`src/rtl/weight_bram_reader_if.sv`:
```
// -----------------------------------------------------------------------------
// weight_bram_reader_if
// Groups the signals between the weight BRAM read controller and its
// surroundings: pass control (start/busy/done), the BRAM read port
// (addr/en/we/do) and the valid/ready weight stream (data/valid/ready/last).
//   master : the reader itself (drives busy/done, BRAM controls, stream)
//   slave  : the environment (drives start, BRAM data-out, stream ready)
// Optional macro WEIGHT_RD_CHECKSUM_EN adds the running checksum signal.
// -----------------------------------------------------------------------------
interface weight_bram_reader_if #(
    parameter int DATA_W = 16,
    parameter int ADDR_W = 5
);
    logic              start;
    logic              busy;
    logic              done;
    logic [ADDR_W-1:0] bram_addr;
    logic              bram_en;
    logic              bram_we;
    logic [DATA_W-1:0] bram_do;
    logic [DATA_W-1:0] w_data;
    logic              w_valid;
    logic              w_ready;
    logic              w_last;
`ifdef WEIGHT_RD_CHECKSUM_EN
    logic [DATA_W-1:0] checksum;
`endif

    modport master (
        input  start, bram_do, w_ready,
`ifdef WEIGHT_RD_CHECKSUM_EN
        output checksum,
`endif
        output busy, done, bram_addr, bram_en, bram_we, w_data, w_valid, w_last
    );

    modport slave (
        output start, bram_do, w_ready,
`ifdef WEIGHT_RD_CHECKSUM_EN
        input  checksum,
`endif
        input  busy, done, bram_addr, bram_en, bram_we, w_data, w_valid, w_last
    );
endinterface

```
`src/rtl/weight_bram_reader.sv`:
```
// -----------------------------------------------------------------------------
// weight_bram_reader
// Streams DEPTH words out of a single-port, falling-edge-read weight BRAM as a
// valid/ready stream with LAST. A pass is launched by START in IDLE; reads are
// issued for addresses 0..DEPTH-1 and each read's data (available after the
// falling edge of the issuing cycle) is pushed into a 2-entry skid FIFO at the
// next rising edge, which lets the stream run at one word per cycle while
// still tolerating backpressure.
// Ports:
//   clk_i   : clock, all state on the rising edge
//   rst_n_i : asynchronous active-low reset
//   bus     : weight_bram_reader_if.master (start/busy/done, BRAM port, stream)
// Optional feature: define WEIGHT_RD_CHECKSUM_EN to add bus.checksum, the
// modulo-2^DATA_W sum of the words handshaked in the current pass.
// -----------------------------------------------------------------------------
module weight_bram_reader #(
    parameter int DATA_W = 16,
    parameter int DEPTH  = 28,
    parameter int ADDR_W = 5
) (
    input  logic                   clk_i,
    input  logic                   rst_n_i,
    weight_bram_reader_if.master   bus
);
    localparam int CNT_W = $clog2(DEPTH + 1);

    typedef enum logic [1:0] {
        ST_IDLE  = 2'd0,
        ST_FETCH = 2'd1,
        ST_DRAIN = 2'd2
    } state_t;

    state_t            state_q, state_d;
    logic              busy_q, busy_d;
    logic              done_q, done_d;
    logic              en_q, en_d;          // also the in-flight flag: data lands at the next edge
    logic [ADDR_W-1:0] addr_q, addr_d;
    logic [CNT_W-1:0]  issue_cnt_q, issue_cnt_d;
    logic [CNT_W-1:0]  del_cnt_q, del_cnt_d;
    logic [DATA_W-1:0] head_data_q, head_data_d;
    logic [DATA_W-1:0] skid_data_q, skid_data_d;
    logic              head_vld_q, head_vld_d;
    logic              skid_vld_q, skid_vld_d;
    logic              last_q, last_d;
    logic              pop_s, push_s, start_ok_s;
    logic [1:0]        occ_next_s;

    assign pop_s  = head_vld_q & bus.w_ready;
    assign push_s = en_q;
    // Occupancy after this edge; the issue rule keeps occupancy + in-flight <= 2.
    assign occ_next_s = {1'b0, head_vld_q} + {1'b0, skid_vld_q} + {1'b0, en_q} - {1'b0, pop_s};

    // Pass FSM and read-issue control.
    always_comb begin
        state_d     = state_q;
        busy_d      = busy_q;
        done_d      = 1'b0;
        en_d        = 1'b0;
        addr_d      = addr_q;
        issue_cnt_d = issue_cnt_q;
        start_ok_s  = 1'b0;
        case (state_q)
            ST_IDLE: begin
                if (bus.start && !done_q) begin
                    start_ok_s  = 1'b1;
                    busy_d      = 1'b1;
                    en_d        = 1'b1;
                    addr_d      = {ADDR_W{1'b0}};
                    issue_cnt_d = CNT_W'(1);
                    state_d     = (DEPTH == 1) ? ST_DRAIN : ST_FETCH;
                end else begin
                    state_d = ST_IDLE;
                end
            end
            ST_FETCH: begin
                if ((issue_cnt_q < CNT_W'(DEPTH)) && (occ_next_s < 2'd2)) begin
                    en_d        = 1'b1;
                    addr_d      = ADDR_W'(issue_cnt_q);
                    issue_cnt_d = issue_cnt_q + CNT_W'(1);
                    if (issue_cnt_q == CNT_W'(DEPTH - 1)) begin
                        state_d = ST_DRAIN;
                    end else begin
                        state_d = ST_FETCH;
                    end
                end else begin
                    state_d = ST_FETCH;
                end
            end
            ST_DRAIN: begin
                if (pop_s && last_q) begin
                    state_d = ST_IDLE;
                    busy_d  = 1'b0;
                    done_d  = 1'b1;
                end else begin
                    state_d = ST_DRAIN;
                end
            end
            default: begin
                state_d = ST_IDLE;
                busy_d  = 1'b0;
            end
        endcase
    end

    // Two-entry skid FIFO: head feeds the stream, skid catches one extra word.
    always_comb begin
        head_data_d = head_data_q;
        head_vld_d  = head_vld_q;
        skid_data_d = skid_data_q;
        skid_vld_d  = skid_vld_q;
        if (pop_s) begin
            if (skid_vld_q) begin
                head_data_d = skid_data_q;
                head_vld_d  = 1'b1;
                if (push_s) begin
                    skid_data_d = bus.bram_do;
                    skid_vld_d  = 1'b1;
                end else begin
                    skid_vld_d  = 1'b0;
                end
            end else if (push_s) begin
                head_data_d = bus.bram_do;
                head_vld_d  = 1'b1;
            end else begin
                head_vld_d  = 1'b0;
            end
        end else if (push_s) begin
            if (head_vld_q) begin
                skid_data_d = bus.bram_do;
                skid_vld_d  = 1'b1;
            end else begin
                head_data_d = bus.bram_do;
                head_vld_d  = 1'b1;
            end
        end else begin
            head_vld_d = head_vld_q;
        end
    end

    // Delivered counter; the head word's index always equals words delivered so far.
    always_comb begin
        if (start_ok_s) begin
            del_cnt_d = {CNT_W{1'b0}};
        end else if (pop_s) begin
            del_cnt_d = del_cnt_q + CNT_W'(1);
        end else begin
            del_cnt_d = del_cnt_q;
        end
        last_d = head_vld_d && (del_cnt_d == CNT_W'(DEPTH - 1));
    end

    // State, FIFO and output registers.
    always_ff @(posedge clk_i or negedge rst_n_i) begin
        if (!rst_n_i) begin
            state_q     <= ST_IDLE;
            busy_q      <= 1'b0;
            done_q      <= 1'b0;
            en_q        <= 1'b0;
            addr_q      <= {ADDR_W{1'b0}};
            issue_cnt_q <= {CNT_W{1'b0}};
            del_cnt_q   <= {CNT_W{1'b0}};
            head_data_q <= {DATA_W{1'b0}};
            skid_data_q <= {DATA_W{1'b0}};
            head_vld_q  <= 1'b0;
            skid_vld_q  <= 1'b0;
            last_q      <= 1'b0;
        end else begin
            state_q     <= state_d;
            busy_q      <= busy_d;
            done_q      <= done_d;
            en_q        <= en_d;
            addr_q      <= addr_d;
            issue_cnt_q <= issue_cnt_d;
            del_cnt_q   <= del_cnt_d;
            head_data_q <= head_data_d;
            skid_data_q <= skid_data_d;
            head_vld_q  <= head_vld_d;
            skid_vld_q  <= skid_vld_d;
            last_q      <= last_d;
        end
    end

    assign bus.busy      = busy_q;
    assign bus.done      = done_q;
    assign bus.bram_addr = addr_q;
    assign bus.bram_en   = en_q;
    assign bus.bram_we   = 1'b0;
    assign bus.w_data    = head_data_q;
    assign bus.w_valid   = head_vld_q;
    assign bus.w_last    = last_q;

`ifdef WEIGHT_RD_CHECKSUM_EN
    logic [DATA_W-1:0] cks_q, cks_d;

    // Running sum of handshaked words, restarted by each accepted START.
    always_comb begin
        if (start_ok_s) begin
            cks_d = {DATA_W{1'b0}};
        end else if (pop_s) begin
            cks_d = cks_q + head_data_q;
        end else begin
            cks_d = cks_q;
        end
    end

    // Checksum register.
    always_ff @(posedge clk_i or negedge rst_n_i) begin
        if (!rst_n_i) begin
            cks_q <= {DATA_W{1'b0}};
        end else begin
            cks_q <= cks_d;
        end
    end

    assign bus.checksum = cks_q;
`endif

    weight_bram_reader_chk u_chk (
        .clk_i   (clk_i),
        .rst_n_i (rst_n_i),
        .push_i  (push_s),
        .full_i  (head_vld_q & skid_vld_q)
    );
endmodule

// Design-error checks for the skid FIFO.
module weight_bram_reader_chk (
    input logic clk_i,
    input logic rst_n_i,
    input logic push_i,
    input logic full_i
);
    a_no_push_when_full: assert property (@(posedge clk_i) disable iff (!rst_n_i) !(push_i && full_i));
endmodule

```
`src/flat_wrapper.sv`:
```
// flat-port wrapper written by rule: the top's interface ports become plain ports
module weight_bram_reader_flat 
#(
    parameter int DATA_W = 16,
    parameter int DEPTH  = 28,
    parameter int ADDR_W = 5
)
  (clk_i, rst_n_i, bus_start, bus_bram_do, bus_w_ready, bus_busy, bus_done, bus_bram_addr, bus_bram_en, bus_bram_we, bus_w_data, bus_w_valid, bus_w_last);
  weight_bram_reader_if #(.DATA_W(DATA_W), .ADDR_W(ADDR_W)) bus_i ();
  input  logic clk_i;
  input  logic rst_n_i;
  input wire logic [$bits(bus_i.start)-1:0] bus_start;
  input wire logic [$bits(bus_i.bram_do)-1:0] bus_bram_do;
  input wire logic [$bits(bus_i.w_ready)-1:0] bus_w_ready;
  output wire logic [$bits(bus_i.busy)-1:0] bus_busy;
  output wire logic [$bits(bus_i.done)-1:0] bus_done;
  output wire logic [$bits(bus_i.bram_addr)-1:0] bus_bram_addr;
  output wire logic [$bits(bus_i.bram_en)-1:0] bus_bram_en;
  output wire logic [$bits(bus_i.bram_we)-1:0] bus_bram_we;
  output wire logic [$bits(bus_i.w_data)-1:0] bus_w_data;
  output wire logic [$bits(bus_i.w_valid)-1:0] bus_w_valid;
  output wire logic [$bits(bus_i.w_last)-1:0] bus_w_last;
  assign bus_i.start = bus_start;
  assign bus_i.bram_do = bus_bram_do;
  assign bus_i.w_ready = bus_w_ready;
  assign bus_busy = bus_i.busy;
  assign bus_done = bus_i.done;
  assign bus_bram_addr = bus_i.bram_addr;
  assign bus_bram_en = bus_i.bram_en;
  assign bus_bram_we = bus_i.bram_we;
  assign bus_w_data = bus_i.w_data;
  assign bus_w_valid = bus_i.w_valid;
  assign bus_w_last = bus_i.w_last;
  weight_bram_reader #(.DATA_W(DATA_W), .DEPTH(DEPTH), .ADDR_W(ADDR_W)) u_core (.clk_i(clk_i), .rst_n_i(rst_n_i), .bus(bus_i));
endmodule
```
`config.mk`:
```
export PLATFORM = sky130hd
export DESIGN_NAME = weight_bram_reader_flat
export DESIGN_NICKNAME = d
export VERILOG_FILES = /design/src/rtl/weight_bram_reader_if.sv /design/src/rtl/weight_bram_reader.sv /design/src/flat_wrapper.sv
export SDC_FILE = /design/constraint.sdc
export NUM_CORES = 1
export LEC_CHECK = 0
export CORE_ASPECT_RATIO = 1.75
export CORE_UTILIZATION = 36
export DETAILED_ROUTE_END_ITERATION = 10
export SYNTH_ARGS = -nofsm -noshare
export SYNTH_HDL_FRONTEND = slang
export SYNTH_SLANG_ARGS = --single-unit
```
`constraint.sdc`:
```
create_clock -name clk_i -period 3.9 [get_ports clk_i]
set_input_delay 0.78 -clock clk_i [delete_from_list [all_inputs] [get_ports clk_i]]
set_output_delay 0.78 -clock clk_i [all_outputs]
set_load 0.01 [all_outputs]
```
==> impl_results.md <==
- TritonCTS Sinks: 55
- Ys Warns: 0
- Core footprint: between 6000 and 7000 sq um
- Req. time, crit path: between 4 and 5 ns
- Worst vdd ir: 0.2901 mV
- Nets: 280
- Count of different cell masters after synthesis: between 40 and 50
- First-pass GRT wire length: 8024 um
- Met1 Usage GRT: 0.1619
- CTS Hold Bufs: 0
- Combinational group share of total power: 0.414
- Fin. Hold Viols: 0
- Leak Pwr: ~0.0014 uW
- Pin count of the biggest net entering global routing: 33
- Initial antenna violation count: 0
- DP Cell Count: roughly 330
- Final period util: 0.7085
- Critical Path, Cell by Cell: clkdlybuf4s50_1, and2b_2, ha_1, a21o_1, o31a_2, mux2_4
- H-tree level count: 2
- Mean area per synthesized cell: ~12 sq um
- Full die area: slightly above 7000 sq um
- Worst Setup SP: bus_w_ready
- Hpwl dp: approximately 3300 um
- Maximum clock frequency: ~360 MHz
- Status: complete, no violations
- Syn_nets: 237
- Final wirelength: around 4600 um
- Worst slew margin: 0.3622
- RSZ-0062 raised after global routing: false
- DRC violations left: 0
- HP Class: reg2reg
- Cell class contributing the biggest share of worst-path delay: compound AO/OA/AOI/OAI gates
- Post-CTS setup buffers: 0
- Syn Inst Count: about 210
- Critical path launch point type: input port
- Die height: ~110 um
- Gr busiest metal: met2
- Global route overflow: 0
- Crit path max fanout: 12
- Syn Std Cell Area: ~2500 sq um
- Top-Level Pins: 47
- Wire length per cell: approximately 14 um
- Row count: 39
- # diodes: 0
- # Max-Cap Violations: 0
- Worst Tran Pin Value: ~0.96 ns
- Part of the power in registers: 0.391
- Area delta synth->final: 26.40%
- Routability cong.: roughly 0.7
- Worst setup EP type: flip-flop
- IO Port Bufs: 45
- Clock Tree Root: clkbuf_16
- Register area share after synthesis: 0.5530
- Setup tns final: 0 ns
- PostCTS Resize Cnt: 0
- Worst-Skew Late Latency: 0.29 ns
- Starting density of the core: 0.3778
- Layout cells sized above 1: 0.1589
- Num CTS Buffers: 5
- RR Startpoint: u_core.bus.w_valid$_DFF_PN0_
- CP bufs+invs: 1
- CTS Buffer Depth: 2
- NetSw: 895.7 uW
- Global routing usage on met3: 0.02664
- Hold WS: 0.4770 ns
- TritonRoute pass-1 iters: 4
- Clock power frac: 0.195
- Post-synth EDFFs: 0
- Internal power: roughly 1700 uW
- CTS clk-pin slew, worst paths: roughly 0.07 ns
- Most used DFF post-synth: dfrtp_1
- Antenna-violating nets left: 0
- Fin cells: between 300 and 400
- Ys async rst share: 1.000
- Routed vias/inst: roughly 5
- CTS tree: yes
- Clock skew: approximately 0.0066 ns
- Hold wc startpoint: u_core.bus.w_data[15]$_DFFE_PN0P_
- DR iter-0 viols: approximately 110
- Grt met2 use: 0.2521
- Tot Pwr: ~2600 uW
- Sw Ratio: 0.3402
- GRT Total Usage: 0.1420
- Setup CP Type: in2reg
- Setup violations, final: 0
- Vias in the first global route: ~1800
- Crit-path slowest cell: clkdlybuf4s50_1
- Routed vias: 1695
- Yosys reg bits: 55
- CP arrival: just under 3 ns
- Pwr dens: about 840 nW/um^2
- Max incr delay on CP: 0.61 ns
- Final min period: between 2 and 3 ns
- Final Max Tran Viols: 0
- Die width: 64.85 um
==> cell usage after synthesis, types with 2 or more instances <==
master   instances  area (sq um)
dfrtp_1         55          1376
nand2_1         30         112.6
mux2i_1         17         170.2
mux2_2          16         180.2
o21ai_0         14         70.07
nor2_1          10         37.54
a21oi_1          5         25.02
nand3_1          5         25.02
o21ai_1          5         25.02
buf_2            4         20.02
o21ai_2          4         35.03
xor2_1           4         35.03
a21o_1           3         22.52
buf_6            3         33.78
ha_1             3         37.54
inv_1            3         11.26
a22oi_1          2         15.01
and3_2           2         15.01
buf_4            2         15.01
nand3_2          2         20.02
nor3_1           2         10.01
o22ai_1          2         12.51
or4b_1           2         20.02
==> placed cells by master, fill, tap and decap left out, types with 2 or more instances in the layout <==
master,count
o21ai_2,4
xor2_1,4
dfrtp_1,55
nand2_1,30
clkdlybuf4s50_1,44
a21o_1,3
mux2_2,16
or4b_1,2
inv_1,3
nor3_1,2
nor2_1,10
nand3_2,2
ha_1,3
a22oi_1,2
nand3_1,5
mux2i_1,17
o21ai_1,5
clkbuf_16,5
a21oi_1,5
o22ai_1,2
and3_2,2
o21ai_0,14
==> cell type report <==
cell class,instances,area [sq um]
Fill cell,609,3442
Timing Repair Buffer,46,452.9
Clock buffer,6,138.9
Clock inverter,2,35.03
Sequential cell,55,1376
Tap cell,82,102.6
Inverter,3,11.26
Multi-Input combinational cell,146,1028
==> routing by layer <==
layer,routed length (um),part of all wire
met5,0,0
met4,82,0.018
met3,154,0.033
met2,2359,0.51
met1,2026,0.44
==> stage by stage <==
step	instance area [sq um]	util	setup slack, ns
5_1_grt	3146	0.4775	1.058
4_1_cts	3146	0.4775	1.130
6_report	3146	0.4775	1.137
3_5_place_dp	2972	0.4511	0.8230
3_3_place_gp	2972	0.4511	0.8440
2_1_floorplan	2489	-	1.661
==> worst min-delay path, delay by kind of cell (launching register included) <==
family	cells	cell delay, ns
DFF	1	0.34
and+or+nand+nor	1	0.04
AOI/OAI and AO/OA	1	0.06
==> kinds of logic (layout without fill, tap and decap cells) <==
logic type,count (synthesis),after routing,synth area share
multiplexers,34,34,0.1468
flip-flops,55,55,0.5530
AND/OR/NAND/NOR,64,64,0.1337
adder cells (fa/ha/maj),3,3,0.01508
XOR/XNOR,5,5,0.01760
other,1,1,0.001507
buffers and inverters,13,57,0.03368
AO/OA/AOI/OAI,39,39,0.09854
==> path summary, 6_finish.rpt <==
check	cells after the start	slack [ns]	end
worst max-delay path	6	1.14	u_core.issue_cnt_q[0]$_DFFE_PN0P_
worst min-delay path	2	0.48	u_core.bus.w_data[15]$_DFFE_PN0P_
worst max register to register	5	1.74	u_core.issue_cnt_q[0]$_DFFE_PN0P_
worst min register to register	2	0.48	u_core.bus.w_data[15]$_DFFE_PN0P_
max in group asynchronous	2	2.60	u_core.skid_data_q[8]$_DFFE_PN0P_
min in group asynchronous	1	0.51	u_core.skid_data_q[1]$_DFFE_PN0P_
==> power by group through the flow <==
stage	Combinational, uW	Clock (uW)	Sequential (uW)
2_1_floorplan	728	0	1050
3_3_place_gp	1080	0	1040
3_5_place_dp	1110	0	1040
4_1_cts	1110	532	1030
5_1_grt	1220	549	1070
6_report	1090	513	1030
==> sequential cells by signal, indices dropped and copies added, names as in the netlist <==
signal / count
u_core.bus.bram_en: 1
u_core.skid_data_q: 16
u_core.bus.done: 1
u_core.del_cnt_q: 5
u_core.bus.bram_addr: 5
u_core.bus.busy: 1
u_core.issue_cnt_q: 5
u_core.bus.w_valid: 1
u_core.bus.w_last: 1
u_core.skid_vld_q: 1
u_core.bus.w_data: 16
u_core.state_q: 2
No activity file was read; power rests on OpenSTA's default activity.
